[src/rtl/vga_scan_ctrl_if.sv]
// Scan-side bundle between vga_scan_ctrl (master) and the overlay/pin side (slave).
// Coordinates are issued every cycle; colour returns PIPE_DELAY cycles later with no handshake.
interface vga_scan_ctrl_if;
  logic [15:0] color;
  logic [9:0]  x;
  logic [8:0]  y;
  logic        frame_start;
  logic        hs;
  logic        vs;
  logic        blank;
  logic [3:0]  r;
  logic [3:0]  g;
  logic [3:0]  b;

  // No valid/ready: x/y/frame_start are valid every cycle, color is sampled every cycle.
  modport master (
    input  color,
    output x, y, frame_start, hs, vs, blank, r, g, b
  );

  modport slave (
    output color,
    input  x, y, frame_start, hs, vs, blank, r, g, b
  );
endinterface

[src/rtl/vga_scan_ctrl.sv]
// VGA 640x480@60 scan controller: counters, coordinates, pin-aligned sync/blank and RGB565->RGB444.
// Optional macro VGA_BORDER_TEST_EN forces a 1-pixel white frame onto the pins.
module vga_scan_ctrl #(
  parameter int PIPE_DELAY = 1
) (
  input  logic            clk,
  input  logic            rst,
  vga_scan_ctrl_if.master vga
);

  localparam logic [9:0] H_LAST    = 10'd799;
  localparam logic [9:0] H_ACTIVE  = 10'd640;
  localparam logic [9:0] H_SYNC_LO = 10'd656;
  localparam logic [9:0] H_SYNC_HI = 10'd751;
  localparam logic [9:0] V_LAST    = 10'd524;
  localparam logic [9:0] V_ACTIVE  = 10'd480;
  localparam logic [9:0] V_SYNC_LO = 10'd490;
  localparam logic [9:0] V_SYNC_HI = 10'd491;

  logic [9:0] h_cnt_q, h_cnt_d;
  logic [9:0] v_cnt_q, v_cnt_d;

  always_comb begin
    h_cnt_d = h_cnt_q + 10'd1;
    v_cnt_d = v_cnt_q;
    if (h_cnt_q == H_LAST) begin
      h_cnt_d = 10'd0;
      v_cnt_d = (v_cnt_q == V_LAST) ? 10'd0 : v_cnt_q + 10'd1;
    end
  end

  logic hs_raw, vs_raw, act_raw;
  assign hs_raw  = !((h_cnt_q >= H_SYNC_LO) && (h_cnt_q <= H_SYNC_HI));
  assign vs_raw  = !((v_cnt_q >= V_SYNC_LO) && (v_cnt_q <= V_SYNC_HI));
  assign act_raw = (h_cnt_q < H_ACTIVE) && (v_cnt_q < V_ACTIVE);

  // tap[k] is the raw signal delayed by k cycles; tap[0] is the raw signal itself.
  logic [PIPE_DELAY:0]   act_sr_q, hs_sr_q, vs_sr_q;
  logic [PIPE_DELAY+1:0] act_tap, hs_tap, vs_tap;
  assign act_tap = {act_sr_q, act_raw};
  assign hs_tap  = {hs_sr_q, hs_raw};
  assign vs_tap  = {vs_sr_q, vs_raw};

  logic [11:0] rgb_q, rgb_d;
  logic        unused_color_bits;

`ifdef VGA_BORDER_TEST_EN
  logic                  brd_raw;
  logic [PIPE_DELAY:0]   brd_sr_q;
  logic [PIPE_DELAY+1:0] brd_tap;
  assign brd_raw = act_raw && ((h_cnt_q == 10'd0) || (h_cnt_q == H_ACTIVE - 10'd1) ||
                               (v_cnt_q == 10'd0) || (v_cnt_q == V_ACTIVE - 10'd1));
  assign brd_tap = {brd_sr_q, brd_raw};
  assign unused_color_bits = ^{vga.color[11], vga.color[6:5], vga.color[0], brd_tap[PIPE_DELAY+1]};

  always_ff @(posedge clk) begin
    if (rst) brd_sr_q <= '0;
    else     brd_sr_q <= brd_tap[PIPE_DELAY:0];
  end
`else
  assign unused_color_bits = ^{vga.color[11], vga.color[6:5], vga.color[0]};
`endif

  // Colour for a pixel arrives PIPE_DELAY cycles after its coordinates, so gate with that tap.
  always_comb begin
    rgb_d = act_tap[PIPE_DELAY] ? {vga.color[15:12], vga.color[10:7], vga.color[4:1]} : 12'h000;
`ifdef VGA_BORDER_TEST_EN
    if (brd_tap[PIPE_DELAY]) rgb_d = 12'hFFF;
`endif
  end

  always_ff @(posedge clk) begin
    if (rst) begin
      h_cnt_q  <= 10'd0;
      v_cnt_q  <= 10'd0;
      act_sr_q <= '0;
      hs_sr_q  <= '1;
      vs_sr_q  <= '1;
      rgb_q    <= 12'h000;
    end else begin
      h_cnt_q  <= h_cnt_d;
      v_cnt_q  <= v_cnt_d;
      act_sr_q <= act_tap[PIPE_DELAY:0];
      hs_sr_q  <= hs_tap[PIPE_DELAY:0];
      vs_sr_q  <= vs_tap[PIPE_DELAY:0];
      rgb_q    <= rgb_d;
    end
  end

  assign vga.x           = (h_cnt_q < H_ACTIVE) ? h_cnt_q : 10'd0;
  assign vga.y           = (v_cnt_q < V_ACTIVE) ? v_cnt_q[8:0] : 9'd0;
  assign vga.frame_start = (h_cnt_q == 10'd0) && (v_cnt_q == 10'd0) && !rst;
  assign vga.hs          = hs_tap[PIPE_DELAY+1];
  assign vga.vs          = vs_tap[PIPE_DELAY+1];
  assign vga.blank       = !act_tap[PIPE_DELAY+1];
  assign vga.r           = rgb_q[11:8];
  assign vga.g           = rgb_q[7:4];
  assign vga.b           = rgb_q[3:0];

endmodule

[src/flat_wrapper.sv]
// flat-port wrapper written by rule: the top's interface ports become plain ports
module vga_scan_ctrl_flat 
#(
  parameter int PIPE_DELAY = 1
)
  (clk, rst, vga_color, vga_x, vga_y, vga_frame_start, vga_hs, vga_vs, vga_blank, vga_r, vga_g, vga_b);
  vga_scan_ctrl_if vga_i ();
  input  logic clk;
  input  logic rst;
  input wire logic [$bits(vga_i.color)-1:0] vga_color;
  output wire logic [$bits(vga_i.x)-1:0] vga_x;
  output wire logic [$bits(vga_i.y)-1:0] vga_y;
  output wire logic [$bits(vga_i.frame_start)-1:0] vga_frame_start;
  output wire logic [$bits(vga_i.hs)-1:0] vga_hs;
  output wire logic [$bits(vga_i.vs)-1:0] vga_vs;
  output wire logic [$bits(vga_i.blank)-1:0] vga_blank;
  output wire logic [$bits(vga_i.r)-1:0] vga_r;
  output wire logic [$bits(vga_i.g)-1:0] vga_g;
  output wire logic [$bits(vga_i.b)-1:0] vga_b;
  assign vga_i.color = vga_color;
  assign vga_x = vga_i.x;
  assign vga_y = vga_i.y;
  assign vga_frame_start = vga_i.frame_start;
  assign vga_hs = vga_i.hs;
  assign vga_vs = vga_i.vs;
  assign vga_blank = vga_i.blank;
  assign vga_r = vga_i.r;
  assign vga_g = vga_i.g;
  assign vga_b = vga_i.b;
  vga_scan_ctrl #(.PIPE_DELAY(PIPE_DELAY)) u_core (.clk(clk), .rst(rst), .vga(vga_i));
endmodule
[config.mk]
export PLATFORM = sky130hd
export DESIGN_NAME = vga_scan_ctrl_flat
export DESIGN_NICKNAME = d
export VERILOG_FILES = /design/src/rtl/vga_scan_ctrl_if.sv /design/src/rtl/vga_scan_ctrl.sv /design/src/flat_wrapper.sv
export SDC_FILE = /design/constraint.sdc
export NUM_CORES = 1
export LEC_CHECK = 0
export BUFFER_PORTS_ARGS = -buffer_cell sky130_fd_sc_hd__buf_2
export CELL_PAD_IN_SITES_DETAIL_PLACEMENT = 0
export CELL_PAD_IN_SITES_GLOBAL_PLACEMENT = 1
export CORE_ASPECT_RATIO = 1.25
export CORE_UTILIZATION = 36
export DETAILED_ROUTE_END_ITERATION = 6
export GPL_ROUTABILITY_DRIVEN = 1
export GPL_TIMING_DRIVEN = 1
export HOLD_SLACK_MARGIN = 0.06
export MAX_ROUTING_LAYER = met4
export PLACE_DENSITY_LB_ADDON = 0.1
export SYNTH_ARGS = -nofsm -noshare
export SYNTH_HDL_FRONTEND = slang
export SYNTH_SLANG_ARGS = --single-unit
[constraint.sdc]
create_clock -name clk -period 2.16 [get_ports clk]
set_input_delay 0.324 -clock clk [delete_from_list [all_inputs] [get_ports clk]]
set_output_delay 0.324 -clock clk [all_outputs]
set_load 0.05 [all_outputs]
# == After elaboration in Yosys (flattened, before gate mapping) ==
# Cells that the tools add are included.
# word_totals
register_bits,38
input_bits,18
wordCells,33
# classes
addsub,2
magnitude_cmp,6
n_eq_ne,2
muxes,3
bitwise,1
n_reduce_logical,13
# op_table
operator,count
$add 10x1->10 const B,2
$eq 10x10->1 const B,2
$logic_not 10->1,2
$mux 10,2
$ge 10x10->1 const B,1
$ge 10x9->1 const B,1
$le 10x10->1 const B,1
$le 10x9->1 const B,1
$lt 10x10->1 const B,1
$lt 10x9->1 const B,1
$mux 9,1
$logic_and 1x1->1,5
$logic_not 1->1,4
$reduce_or 2->1,2
$not 1->1,1

# == Longest topological paths before layout ==
# logic_depth
ltp_word,3
ltp_mapped,7

# == Worst setup path before layout ==
# OpenSTA, ideal clock, no wires.
# synth_path
kind,register -> output
start,register u_core.v_cnt_q[0]
end,output vga_frame_start
arrival_time_ns,2.881
required_time_ns,1.836
setup_slack_ns,-1.045
stages_incl_launch_ff,7
n_path_buf,0
cell_sequence,dfxtp_1 -> inv_1 -> ha_1 -> or4b_2 -> nor3_1 -> nand3_1 -> nor4_1
# synth_via
elab_chain_len,3
# synth_lines
element,line,source
start: declaration,vga_scan_ctrl.sv:21,"logic [9:0] v_cnt_q, v_cnt_d;"
start signal: assignment,vga_scan_ctrl.sv:82,v_cnt_q <= v_cnt_d;
$logic_not 10->1,vga_scan_ctrl.sv:92,assign vga.frame_start = (h_cnt_q == 10'd0) && (v_cnt_q == 10'd0) && !rst;
$logic_and 1x1->1 (2 in a row),vga_scan_ctrl.sv:92,
end: declaration,flat_wrapper.sv:13,output wire logic [$bits(vga_i.frame_start)-1:0] vga_frame_start;
# No other way between the ends.

# == Worst setup path in the final report ==
# layout_path
start,register u_core.v_cnt_q[1]
end,output vga_frame_start
# Same word-level chain as after synthesis.

==> results.py <==
metrics = {
    "min_path": {
        "holdPathEnd": "u_core.rgb_q[10]$_SDFF_PP0_",
        "hold_path.class": "in2reg",
        "holdPathStages": 2,
        "hp-start": "vga_color[14]",
    },
    "clocking": {
        "htreeDepth": 2,
        "ctsRootBufferMaster": "clkbuf_8",
        "cts_buffer_depth": 2,
        "clock_latency_ns": 0.29,
        "cts_tree": "done",
        "cts_buffers": 5,
        "cts_sinks": 38,
        "clkSlewWorstSetupHoldPaths_ns": 0.08,
        "ctsHoldBuffers": 0,
    },
    "sta": {
        "period_needed_ns": 2.27,
        "fin_ws_ns": -0.107,
        "rsz0062_at_grt": "true",
        "fin_hold_ws_ns": 0.227,
        "finalSetupViolCount": 1,
        "hold_viol": 0,
        "fmax_ghz": 0.441,
        "fin_skew_ns": 0.00350,
        "worst_pin_slew_ns": 0.642,
        "setup-tns-final_ns": -0.107,
        "slew_headroom": 0.571,
        "period_share": 1.05,
        "final_max_slew_viol_count": 0,
    },
    "synth": {
        "synthFlopType": "dfxtp_1",
        "synth_top_area_frac": 0.461,
        "ys_top_cells_by_area": "dfxtp_1 (46%), and2_1 (9.9%), xnor2_1 (5.3%)",
        "ys_ff_latch": 38,
        "synth_top_cells_by_count": "dfxtp_1 (38), and2_1 (26), nor2_1 (23)",
        "avgSynthCellArea_um2": 8.91,
        "post-synth-top-count-cell": "dfxtp_1",
        "async_flop_share": 0,
        "synthesis.nets": 207,
        "ys_types": 32,
        "ys_warn_count": 0,
        "synthCells": 185,
        "synth_top_cell_by_area": "dfxtp_1",
        "synth-seq-area-share": 0.461,
        "synth-edff-count": 0,
        "netlist_area_um2": 1650,
    },
    "setup_path": {
        "cp_slowest_cell": "or4b_4",
        "r2r_start": "u_core.h_cnt_q[0]$_SDFF_PP0_",
        "r2r_setup_slack_ns": 0.22,
        "crit_type": "reg2out",
        "worstSetupStartpointType": "flop",
        "slowest_delay_ns": 0.48,
        "critPathTopFamily": "simple AND/OR/NAND/NOR gates",
        "r2r-end": "u_core.v_cnt_q[7]$_SDFFE_PP0N_",
        "path_depth": 7,
        "r2r_cells": 5,
        "cp_max_fo": 2,
        "cp_data_required_time_ns": 1.84,
        "end_kind": "output port",
        "arrival_ns": 1.94,
        "cp.buffers_inverters": 2,
        "path_cells": "inv_1 > ha_1 > or4b_4 > nor3_4 > nand3_2 > nor4_4 > buf_6",
    },
    "cells_and_area": {
        "fin_util": 0.489,
        "n_fill_cell": 455,
        "multiInputGateArea_um2": 842,
        "seq_area_um2": 764,
        "layout-drive-gt1-share": 0.349,
        "nets": 262,
        "final_cells": 299,
        "area_growth_pct": 30.3,
        "antenna_cells": 0,
    },
    "global_route": {
        "grt_max_degree": 14,
        "antenna_found_initial": 0,
        "grt_pass1_vias": 1319,
        "grt-ovfl-total": 0,
        "grt.total_usage": 0.162,
        "grt_pass1_wl_um": 5980,
    },
    "drt": {
        "antenna_left": 0,
        "wl_per_cell_um": 12.3,
        "drt_wl_total_um": 3680,
        "drt_pass1_iterations": 4,
        "drt_iter0_drc": 61,
        "vias": 1436,
        "viasPerCell": 4.80,
        "drc": 0,
    },
    "place": {
        "dpl.cell_count": 291,
        "dp_slack_ns": 0.0482,
        "gp_congestion": 0.880,
        "dp_hpwl_um": 2700,
        "portBuffers": 48,
    },
    "status": {
        "outcome": "complete, but fails checks",
        "violations": "setup timing",
    },
    "floorplan": {
        "fp-row-count": 27,
        "coreArea_um2": 4390,
        "die_x_um": 62.5,
        "dieHeight_um": 77.7,
        "pin_count": 53,
        "dieArea_um2": 4860,
        "initial_utilization": 0.375,
    },
    "pwr": {
        "p_per_area_nw_per_um2": 680,
        "power.leakage_nw": 0.945,
        "peakVddDrop_mv": 0.275,
    },
    "flow_run": {
        "maxCapViolations": 0,
    },
}
==> timing repair <==
action | CTS | global route
buffers inserted | 0 | 0
gates resized for setup | 5 | 2
endpoints found under the hold margin | 0 | 0
setup endpoints to repair | 1 | 15
pin swaps | 1 | 0
==> layout by cell type, fill, tap and decap left out, types with 2 or more instances in the layout <==
cell type	n
buf_2	47
dfxtp_1	35
and2_1	26
nor2_1	23
buf_4	11
xnor2_1	10
nand2_1	7
nor3_1	7
inv_1	6
nand4_1	6
nor2b_1	5
nand3_1	5
xor2_1	5
clkbuf_8	5
ha_1	4
a21oi_1	3
o21ai_0	3
nor4_1	3
or2_2	3
dfxtp_2	3
or3_1	2
clkinvlp_4	2
==> layer usage <==
metal  vias up  GRT usage  wire length (µm)
met2        43      0.276              1860
met3         7     0.0515               214
li1        718          -                 -
met1       668      0.172              1550
met4         0     0.0651                53
met5         -          -                 0
==> registers in the layout, summed over array words and instances, names as in the netlist <==
name,count
u_core.h_cnt_q,10
u_core.rgb_q,12
u_core.act_sr_q,2
u_core.hs_sr_q,2
u_core.vs_sr_q,2
u_core.v_cnt_q,10
==> report_power, final <==
group / internal (mW) / leakage (nW) / switching (mW)
Combinational: 0.0412 / 0.584 / 0.0914
Sequential: 0.716 / 0.311 / 0.00948
Clock: 0.343 / 0.0504 / 0.260
Total: 1.10 / 0.945 / 0.360
==> worst max path at each step <==
stage                              startpoint               to  slack (ns)
6_report       u_core.v_cnt_q[1]$_SDFFE_PP0N_  vga_frame_start       -0.11
5_1_grt        u_core.v_cnt_q[1]$_SDFFE_PP0N_  vga_frame_start       -0.23
4_1_cts        u_core.v_cnt_q[1]$_SDFFE_PP0N_  vga_frame_start       -0.11
3_5_place_dp   u_core.v_cnt_q[0]$_SDFFE_PP0N_  vga_frame_start        0.05
3_3_place_gp   u_core.v_cnt_q[0]$_SDFFE_PP0N_  vga_frame_start        0.07
2_1_floorplan  u_core.v_cnt_q[0]$_SDFFE_PP0N_  vga_frame_start        0.03
==> cell families after synthesis <==
| logic type | after synthesis | share of synthesized area |
|---|---|---|
| XOR/XNOR | 15 | 0.0797 |
| buffers and inverters | 18 | 0.0493 |
| AO/OA/AOI/OAI | 9 | 0.0304 |
| AND/OR/NAND/NOR | 100 | 0.343 |
| flip-flops | 38 | 0.461 |
| multiplexers | 1 | 0.00607 |
| adder cells (fa/ha/maj) | 4 | 0.0304 |
==> layout make-up <==
class | count | share of cell area
Timing Repair Buffer | 59 | 0.153
Clock inverter | 3 | 0.0210
Tap cell | 58 | 0.0338
Inverter | 7 | 0.0122
Sequential cell | 38 | 0.356
Clock buffer | 5 | 0.0320
Multi-Input combinational cell | 129 | 0.392
==> through the flow <==
stage,power [mW],cell area [µm²]
floorplan,0.838,1680
global placement,0.869,2020
detailed placement,0.872,2020
CTS,1.49,2150
global route,1.53,2150
finish,1.46,2150
(Power assumes the default switching activity.)
